File: src/rtl/sync_fifo_ext_pkg.sv
// Shared constants and helpers for the extended synchronous FIFO.
package sync_fifo_ext_pkg;

  localparam int DEFAULT_WIDTH = 8;
  localparam int DEFAULT_DEPTH = 16;

  // Number of address bits needed to index 'value' entries.
  function automatic int clog2(input int value);
    int r;
    r = 0;
    while ((1 << r) < value) r++;
    return r;
  endfunction

endpackage

File: src/rtl/sync_fifo_ext_if.sv
// Producer/consumer-facing bundle of the FIFO: write side, read side and status.
interface sync_fifo_ext_if
  import sync_fifo_ext_pkg::*;
#(
  parameter int WIDTH = DEFAULT_WIDTH,
  parameter int DEPTH = DEFAULT_DEPTH
);
  localparam int CNT_W = clog2(DEPTH) + 1;

  logic             flush;
  logic             wr_en;
  logic [WIDTH-1:0] din;
  logic             rd_en;
  logic [WIDTH-1:0] dout;
  logic             full;
  logic             empty;
  logic             almost_full;
  logic             almost_empty;
  logic [CNT_W-1:0] count;
  logic             overflow;
  logic             underflow;

  // The user side drives requests and observes status.
  modport master (
    output flush, wr_en, din, rd_en,
    input  dout, full, empty, almost_full, almost_empty, count, overflow, underflow
  );

  // The FIFO side takes requests and reports status.
  modport slave (
    input  flush, wr_en, din, rd_en,
    output dout, full, empty, almost_full, almost_empty, count, overflow, underflow
  );
endinterface

File: src/rtl/sync_fifo_ext_ram.sv
// Storage array: one synchronous write port and one asynchronous read port.
module fifo_ram
  import sync_fifo_ext_pkg::*;
#(
  parameter int WIDTH = DEFAULT_WIDTH,
  parameter int DEPTH = DEFAULT_DEPTH,
  localparam int AW   = clog2(DEPTH)
) (
  input  logic             clk,
  input  logic             we,
  input  logic [AW-1:0]    waddr,
  input  logic [WIDTH-1:0] wdata,
  input  logic [AW-1:0]    raddr,
  output logic [WIDTH-1:0] rdata
);

  logic [WIDTH-1:0] mem [DEPTH];

  // Contents are never cleared; only accepted writes update an entry.
  always_ff @(posedge clk) begin
    if (we) mem[waddr] <= wdata;
  end

  assign rdata = mem[raddr];

endmodule

File: src/rtl/sync_fifo_ext.sv
// Single-clock FIFO with occupancy count, threshold flags, sticky error flags,
// synchronous flush and a choice of registered or fall-through read data.
module sync_fifo_ext
  import sync_fifo_ext_pkg::*;
#(
  parameter int WIDTH     = DEFAULT_WIDTH,
  parameter int DEPTH     = DEFAULT_DEPTH,
  parameter int AF_THRESH = 14,
  parameter int AE_THRESH = 2,
  parameter bit FWFT      = 1'b0
) (
  input  logic            clk,
  input  logic            rst_n,
  sync_fifo_ext_if.slave  bus
);

  localparam int PTR_W = $clog2(DEPTH);
  localparam int CNT_W = PTR_W + 1;

  logic [PTR_W-1:0] wr_ptr;
  logic [PTR_W-1:0] rd_ptr;
  logic [CNT_W-1:0] count_q;
  logic             overflow_q;
  logic             underflow_q;
  logic [WIDTH-1:0] rd_data;
  logic             is_full;
  logic             is_empty;
  logic             rd_ok;
  logic             wr_ok;
  logic             ram_we;

  assign is_full  = (count_q == CNT_W'(DEPTH));
  assign is_empty = (count_q == '0);

  // A full FIFO still takes a write when the same edge pops an entry.
  assign rd_ok  = bus.rd_en & ~is_empty;
  assign wr_ok  = bus.wr_en & (~is_full | bus.rd_en);
  assign ram_we = wr_ok & rst_n & ~bus.flush;

  fifo_ram #(
    .WIDTH (WIDTH),
    .DEPTH (DEPTH)
  ) u_ram (
    .clk   (clk),
    .we    (ram_we),
    .waddr (wr_ptr),
    .wdata (bus.din),
    .raddr (rd_ptr),
    .rdata (rd_data)
  );

  // Pointers, occupancy and sticky errors; reset beats flush beats requests.
  always_ff @(posedge clk) begin
    if (!rst_n || bus.flush) begin
      wr_ptr      <= '0;
      rd_ptr      <= '0;
      count_q     <= '0;
      overflow_q  <= 1'b0;
      underflow_q <= 1'b0;
    end else begin
      if (rd_ok) rd_ptr <= rd_ptr + PTR_W'(1);
      if (wr_ok) wr_ptr <= wr_ptr + PTR_W'(1);
      case ({wr_ok, rd_ok})
        2'b10:   count_q <= count_q + CNT_W'(1);
        2'b01:   count_q <= count_q - CNT_W'(1);
        default: count_q <= count_q;
      endcase
      if (bus.wr_en && !wr_ok) overflow_q  <= 1'b1;
      if (bus.rd_en && !rd_ok) underflow_q <= 1'b1;
    end
  end

  generate
    if (FWFT) begin : g_fwft
      assign bus.dout = rd_data;
    end else begin : g_std
      logic [WIDTH-1:0] dout_q;

      // Registered read data; flush leaves the last value visible.
      always_ff @(posedge clk) begin
        if (!rst_n) begin
          dout_q <= '0;
        end else if (!bus.flush && rd_ok) begin
          dout_q <= rd_data;
        end
      end

      assign bus.dout = dout_q;
    end
  endgenerate

  assign bus.count        = count_q;
  assign bus.full         = is_full;
  assign bus.empty        = is_empty;
  assign bus.almost_full  = (count_q >= CNT_W'(AF_THRESH));
  assign bus.almost_empty = (count_q <= CNT_W'(AE_THRESH));
  assign bus.overflow     = overflow_q;
  assign bus.underflow    = underflow_q;

endmodule

File: src/flat_wrapper.sv
// flat-port wrapper written by rule: the top's interface ports become plain ports
module sync_fifo_ext_flat import sync_fifo_ext_pkg::*;
#(
  parameter int WIDTH     = DEFAULT_WIDTH,
  parameter int DEPTH     = DEFAULT_DEPTH,
  parameter int AF_THRESH = 14,
  parameter int AE_THRESH = 2,
  parameter bit FWFT      = 1'b0
)
  (clk, rst_n, bus_flush, bus_wr_en, bus_din, bus_rd_en, bus_dout, bus_full, bus_empty, bus_almost_full, bus_almost_empty, bus_count, bus_overflow, bus_underflow);
  sync_fifo_ext_if #(.WIDTH(WIDTH), .DEPTH(DEPTH)) bus_i ();
  input  logic clk;
  input  logic rst_n;
  input wire logic [$bits(bus_i.flush)-1:0] bus_flush;
  input wire logic [$bits(bus_i.wr_en)-1:0] bus_wr_en;
  input wire logic [$bits(bus_i.din)-1:0] bus_din;
  input wire logic [$bits(bus_i.rd_en)-1:0] bus_rd_en;
  output wire logic [$bits(bus_i.dout)-1:0] bus_dout;
  output wire logic [$bits(bus_i.full)-1:0] bus_full;
  output wire logic [$bits(bus_i.empty)-1:0] bus_empty;
  output wire logic [$bits(bus_i.almost_full)-1:0] bus_almost_full;
  output wire logic [$bits(bus_i.almost_empty)-1:0] bus_almost_empty;
  output wire logic [$bits(bus_i.count)-1:0] bus_count;
  output wire logic [$bits(bus_i.overflow)-1:0] bus_overflow;
  output wire logic [$bits(bus_i.underflow)-1:0] bus_underflow;
  assign bus_i.flush = bus_flush;
  assign bus_i.wr_en = bus_wr_en;
  assign bus_i.din = bus_din;
  assign bus_i.rd_en = bus_rd_en;
  assign bus_dout = bus_i.dout;
  assign bus_full = bus_i.full;
  assign bus_empty = bus_i.empty;
  assign bus_almost_full = bus_i.almost_full;
  assign bus_almost_empty = bus_i.almost_empty;
  assign bus_count = bus_i.count;
  assign bus_overflow = bus_i.overflow;
  assign bus_underflow = bus_i.underflow;
  sync_fifo_ext #(.WIDTH(WIDTH), .DEPTH(DEPTH), .AF_THRESH(AF_THRESH), .AE_THRESH(AE_THRESH), .FWFT(FWFT)) u_core (.clk(clk), .rst_n(rst_n), .bus(bus_i));
endmodule
File: config.mk
export PLATFORM = sky130hd
export DESIGN_NAME = sync_fifo_ext_flat
export DESIGN_NICKNAME = d
export VERILOG_FILES = /design/src/rtl/sync_fifo_ext_pkg.sv /design/src/rtl/sync_fifo_ext_if.sv /design/src/rtl/sync_fifo_ext_ram.sv /design/src/rtl/sync_fifo_ext.sv /design/src/flat_wrapper.sv
export SDC_FILE = /design/constraint.sdc
export NUM_CORES = 1
export LEC_CHECK = 0
export CAP_MARGIN = 5
export CORE_ASPECT_RATIO = 1.25
export CORE_MARGIN = 2
export CORE_UTILIZATION = 50
export DETAILED_ROUTE_END_ITERATION = 7
export PLACE_DENSITY_LB_ADDON = 0.3
export SYNTH_ARGS = -nofsm -noshare
export SYNTH_HDL_FRONTEND = slang
export SYNTH_SLANG_ARGS = --single-unit
File: constraint.sdc
create_clock -name clk -period 6.6 [get_ports clk]
set_input_delay 1.32 -clock clk [delete_from_list [all_inputs] [get_ports clk]]
set_output_delay 1.32 -clock clk [all_outputs]
set_load 0.005 [all_outputs]
== Word level (Yosys, flattened, before mapping) ==
Memory sizes are Yosys's and may differ from the RTL's. A register that Yosys moved wholly into a read port is not among the register bits.
Index checks and enable logic that the tools add are counted.
Word-level totals
  bits in registers: 15
  RAM bits: 128
  output and inout port bits: 19
  word-level logic and storage cells: 37
  memories kept: 1
Memory list
  u_core.u_ram.mem: depth 16, bits a word 8, rd ports 1, clocked after Yosys merged registers in 1, write ports 1, RTL line sync_fifo_ext_ram.sv:17  | logic [WIDTH-1:0] mem [DEPTH];
Operators by class
  add/subtract/negate cells: 4
  order comparisons: 2
  equal/unequal tests: 3
  muxes and demuxes: 3
  bitwise gates (word level): 8
  reduce and logical (&&, ||, !) cells: 11
Operators by type and width (number)
  one-hot mux 5 bit (2 select lines): 1
  adder 4 x 1 -> 4 bit, second input constant: 2
  adder 5 x 1 -> 5 bit, second input constant: 1
  equality test 5 bit, second input constant: 1
  >= comparator 5 x 4 -> 1 bit, second input constant: 1
  less-or-equal comparator 5 x 2 -> 1 bit, second input constant: 1
  zero test 1 bit: 5
  zero test 5 bit: 1
  subtractor 5 x 1 -> 5 bit, second input constant: 1
  AND 1 bit: 4
  logical AND 1 bit: 3
  inverter 1 bit: 3
  equality test 2 x 1 -> 1 bit, second input constant: 1
  equality test 2 bit, second input constant: 1
  2-to-1 mux 1 bit: 2
  nonzero test 2 bit: 1
  logical OR 1 bit: 1
  OR 1 bit: 1

== Depth between registers and ports, before layout ==
  word-level depth: 8
  depth in mapped cells: 12

== By module ==
From an unflattened synthesis, not the netlist that was laid out.
Unflattened totals
  cells, all modules: 346
  area, all modules: 6108.4 um2
By module, submodules not included
  fifo_ram: times used 1, cells an instance 221, area each 4987.3 um2, seq. area each 3843.7 um2
  sync_fifo_ext: times used 1, cells an instance 125, area each 1121.1 um2, seq. area each 460.4 um2

== Least setup slack after synthesis ==
OpenSTA, ideal clock, no wires.
  kind: input -> register
  from: input bus_rd_en
  to: register u_core.count_q[4] (netlist: u_core.bus.count[4])
  setup time: 0.070 ns
  arrival time: 3.212 ns
  data required time: 6.530 ns
  slack: 3.318 ns
  cell stages on the path: 11
  buffers on the path: 1
  cell sequence: o31a_1 -> buf_6 -> inv_1 -> ha_1 -> inv_1 -> fa_1 -> nor2b_1 -> o21ai_0 -> nor4b_1 -> or3_1 -> a21oi_1
On the way
  cells in the longest elaborated chain, start to end: 4
  elaborated cells on any way between the ends: 7
  classes of those cells: 2 x eq/ne; 1 x mux; 3 x bitwise; 1 x reduce/logical
RTL lines
  start: declaration: RTL line flat_wrapper.sv:17  | input wire logic [$bits(bus_i.rd_en)-1:0] bus_rd_en;
  OR 1 bit: RTL line sync_fifo_ext.sv:37  | assign wr_ok = bus.wr_en & (~is_full | bus.rd_en);
  AND 1 bit: RTL line sync_fifo_ext.sv:37
  equality test 2 x 1 -> 1 bit / equality test 2 bit (equally long branches): RTL line sync_fifo_ext.sv:63  | case ({wr_ok, rd_ok})
  one-hot mux 5 bit (2 select lines) / nonzero test 2 bit (equally long branches)
  end signal: assignment: RTL line sync_fifo_ext.sv:64  | 2'b10: count_q <= count_q + CNT_W'(1);
  end signal: assignment: RTL line sync_fifo_ext.sv:65  | 2'b01: count_q <= count_q - CNT_W'(1);
  end signal: assignment: RTL line sync_fifo_ext.sv:66  | default: count_q <= count_q;
  end: declaration: RTL line sync_fifo_ext.sv:22  | logic [CNT_W-1:0] count_q;
Parallel ways exist; a longest one is shown, timed or not.
A chain may end at the register's enable or synchronous reset.

== Worst setup path after layout ==
Ends and elaborated chain as after synthesis.

==> flow_metrics.env <==
export IMPL_grt_max_degree=57
export IMPL_pin_count=32
export IMPL_tritoncts="built"
export IMPL_hold_viol=0
export IMPL_drc=0
export IMPL_hold_path_class="register to register"
export IMPL_vias=3461
export IMPL_areaGrowthSynthToFinish_pct=17.6
export IMPL_finClkSkew_ps=8.02
export IMPL_hold_start="u_core.bus.underflow$_SDFFE_PP0P_"
export IMPL_rsz0062_at_grt="false"
export IMPL_setup_violations=0
export IMPL_synth_cell_types=36
export IMPL_worst_slew_pin_slew_ps=960
export IMPL_n_antenna_cell=0
export IMPL_clock_sinks=151
export IMPL_fillerInstances=861
export IMPL_holdPathStages=2
export IMPL_fp_row_count=44
export IMPL_synth_cells=404
export IMPL_path_common_cell="inv_1"
export IMPL_worst_ep_required_time_ps=6930
export IMPL_powerDensity_nw_per_um2=301
export IMPL_grt_ovfl_total=0
export IMPL_drt_vias_per_instance=5.68
export IMPL_finalMaxSlewViolations=0
export IMPL_drv_cap=0
export IMPL_critPathSlowestCell="clkdlybuf4s50_1"
export IMPL_synth_adder_area_share_pct=2.19
export IMPL_yosys_area_share_simple_pct=6.48
export IMPL_synth_compound_area_share_pct=6.27
export IMPL_critical_path_max_stage_delay_ps=470
export IMPL_grt_usage_pct=20.8
export IMPL_clock_tree_buffer_depth=2
export IMPL_post_cts_buffers=0
export IMPL_status="finished, final reports clean"
export IMPL_drive_gt1_share_pct=8.26
export IMPL_antenna_left=0
export IMPL_syn_area_per_cell_um2=15.0
export IMPL_cts_max_level=4
export IMPL_yosysWarnings=0
export IMPL_wl_per_cell_um=20.5
export IMPL_end_kind="register"
export IMPL_fin_crit_ps=3660
export IMPL_die_x_um=102
export IMPL_crit_type="primary input to register"
export IMPL_final_nets=459
export IMPL_synthesis_nets=427
export IMPL_crit_buf_inv=3
export IMPL_synth_xor_area_share_pct=1.16
export IMPL_syn_cell_area_um2=6050
export IMPL_r2r_start="u_core.bus.count[0]$_SDFFE_PP0P_"
export IMPL_max_freq_mhz=273
export IMPL_fin_setup_tns_ps=0
export IMPL_initial_core_util_pct=51.6
export IMPL_dpl_hpwl_mm=8.28
export IMPL_dieHeight_um=127
export IMPL_cts_buffers_inserted=17
export IMPL_synth_top_family_by_area="multiplexers"
export IMPL_p_leak_uw=0.00222
export IMPL_worstPathCellList="clkdlybuf4s50_1 -> o31a_1 -> inv_1 -> ha_1 -> inv_1 -> fa_1 -> nor2b_1 -> o21ai_0 -> nor4b_1 -> or3_1 -> a21oi_1"
export IMPL_ctsHoldBuffers=0
export IMPL_io_buffer_count=31
export IMPL_clk_latency_ps=410
export IMPL_drt_pre_antenna_iters=5
export IMPL_cts_resized_gates=0
export IMPL_ys_seq_area_share_pct=71.2
export IMPL_cp_start_kind="primary input"
export IMPL_dr_first_iter_drc_count=300
export IMPL_path_clk_slew_ps=60
export IMPL_cts_root_buf="clkbuf_16"
export IMPL_final_util_pct=60.6
export IMPL_die_area_um2=13000
export IMPL_cp_arrival_ps=3980
export IMPL_holdPathEnd="u_core.bus.underflow$_SDFFE_PP0P_"
export IMPL_gp_congestion=0.890
export IMPL_grt_pass1_vias=3362
export IMPL_final_period_utilization_pct=55.4
export IMPL_path_delay_family="compound AO/OA/AOI/OAI gates"
export IMPL_max_slew_margin_pct=36.0
export IMPL_grt_pass1_wl_mm=19.5
export IMPL_vdd_drop_max_mv=0.178
export IMPL_rr_worst_depth=11
export IMPL_cp_max_fo=9
export IMPL_reg2reg_to="u_core.bus.count[4]$_SDFFE_PP0P_"
export IMPL_antenna_found_initial=0
export IMPL_synth_mux_area_share_pct=10.6
export IMPL_core_um2=11700
export IMPL_synth_ff_latch_count=151
export IMPL_rrSetupSlack_ps=3420
export IMPL_drt_total_wl_mm=12.5
==> flip-flops by register name, indices dropped and copies added (netlist names) <==
name                  flops
u_core.bus.count          5
u_core.bus.dout           8
u_core.bus.overflow       1
u_core.bus.underflow      1
u_core.rd_ptr             4
u_core.u_ram.mem        128
u_core.wr_ptr             4
==> layer usage <==
layer	GRT usage [%]	share of wire (%)	wire (µm)
met4	5.02	0.99	123
met1	28.2	42	5190
met5	0	0	0
met3	5.12	6.1	758
met2	33.9	51	6400
==> per-stage QoR <==
step | instances | setup WS, ps | hold WS, ps | total power, µW | cell area, µm²
3_3_place_gp | 578 | 2680 | 458 | 1130 | 6480
5_1_grt | 609 | 2730 | 515 | 2200 | 7110
6_report | 609 | 2940 | 479 | 2140 | 7110
3_5_place_dp | 578 | 2570 | 463 | 1130 | 6480
2_1_floorplan | 404 | 3320 | 460 | 1090 | 6050
4_1_cts | 609 | 2990 | 476 | 2150 | 7110
==> report_power, final <==
part / leakage, µW / internal, µW / switching (µW) / total (µW)
clock: 0.000300 / 667 / 357 / 1020
combinational: 0.000578 / 27.0 / 40.4 / 67.4
sequential: 0.00134 / 1040 / 6.03 / 1050
total: 0.00222 / 1730 / 403 / 2140
==> tightest hold or removal path: stages (launching register included) <==
cell     delay [ps]
dfxtp_1         330
a21oi_1          50
nor2_1           70
==> worst max path at each step <==
| stage | endpoint | cells after the start | from | slack [ps] |
|---|---|---|---|---|
| after global placement | u_core.bus.count[4]$_SDFFE_PP0P_ | 11 | bus_rd_en | 2680 |
| after global routing | u_core.bus.count[4]$_SDFFE_PP0P_ | 11 | bus_rd_en | 2730 |
| after CTS | u_core.bus.count[4]$_SDFFE_PP0P_ | 11 | bus_rd_en | 2990 |
| final | u_core.bus.count[4]$_SDFFE_PP0P_ | 11 | bus_rd_en | 2940 |
| after floorplan | u_core.bus.count[4]$_SDFFE_PP0P_ | 11 | bus_rd_en | 3320 |
| after detailed placement | u_core.bus.count[4]$_SDFFE_PP0P_ | 11 | bus_rd_en | 2570 |
==> placed cells by master, fill, tap and decap left out, types with 4 or more instances in the layout <==
| cell | Yosys | layout |
|---|---|---|
| edfxtp_1 | 128 | 128 |
| nor4_1 | 9 | 9 |
| inv_1 | 10 | 10 |
| nand3_1 | 4 | 4 |
| nand2_1 | 11 | 11 |
| clkdlybuf4s50_1 | 0 | 31 |
| o22ai_1 | 32 | 32 |
| dfxtp_1 | 23 | 22 |
| o21ai_0 | 10 | 10 |
| clkbuf_16 | 0 | 17 |
| mux2i_1 | 64 | 64 |
| xor2_1 | 6 | 6 |
| nor2_1 | 36 | 36 |
| bufinv_16 | 0 | 5 |
| ha_1 | 9 | 9 |
| a21oi_1 | 16 | 16 |
==> final cells by class <==
cell class	instances	area [µm²]	area share (%)
timing repair buffer	32	318	4.47
inverter	10	37.5	0.528
sequential	151	4310	60.6
multi-input combinational	224	1610	22.7
clock buffer	18	429	6.03
clock inverter	13	204	2.87
tap	161	201	2.83
==> cells by family (layout without fill, tap and decap cells) <==
group | after synthesis | in the layout
XOR/XNOR | 8 | 8
adder cells (fa/ha/maj) | 10 | 10
AND/OR/NAND/NOR | 78 | 78
buffers and inverters | 29 | 73
flip-flops | 151 | 151
multiplexers | 64 | 64
AO/OA/AOI/OAI | 64 | 64
==> synthesized netlist by cell type (all sizes together) <==
master     n  area, µm²
or4        1       11.3
nand4      2       18.8
xnor2      2       17.5
nor3       1       5.00
o31a       1       8.76
nor2b      3       18.8
a21oi     16       80.1
mux2i     64        641
fa         1       20.0
o21ai     11       58.8
xor2       6       52.6
or3        3       18.8
buf       12       65.1
o22ai     32        200
ha         9        113
or3b       2       17.5
nand3b     3       22.5
dfxtp     23        460
nand2     12       52.6
a211oi     1       7.51
inv       10       37.5
nor4b      1       8.76
nor4       9       56.3
nor2      36        135
o31ai      1       7.51
nand2b     1       6.26
nand3      4       20.0
clkbuf     7       26.3
a2111oi    1       8.76
a21o       1       7.51
edfxtp   128       3840
(Power assumes the default switching activity.)
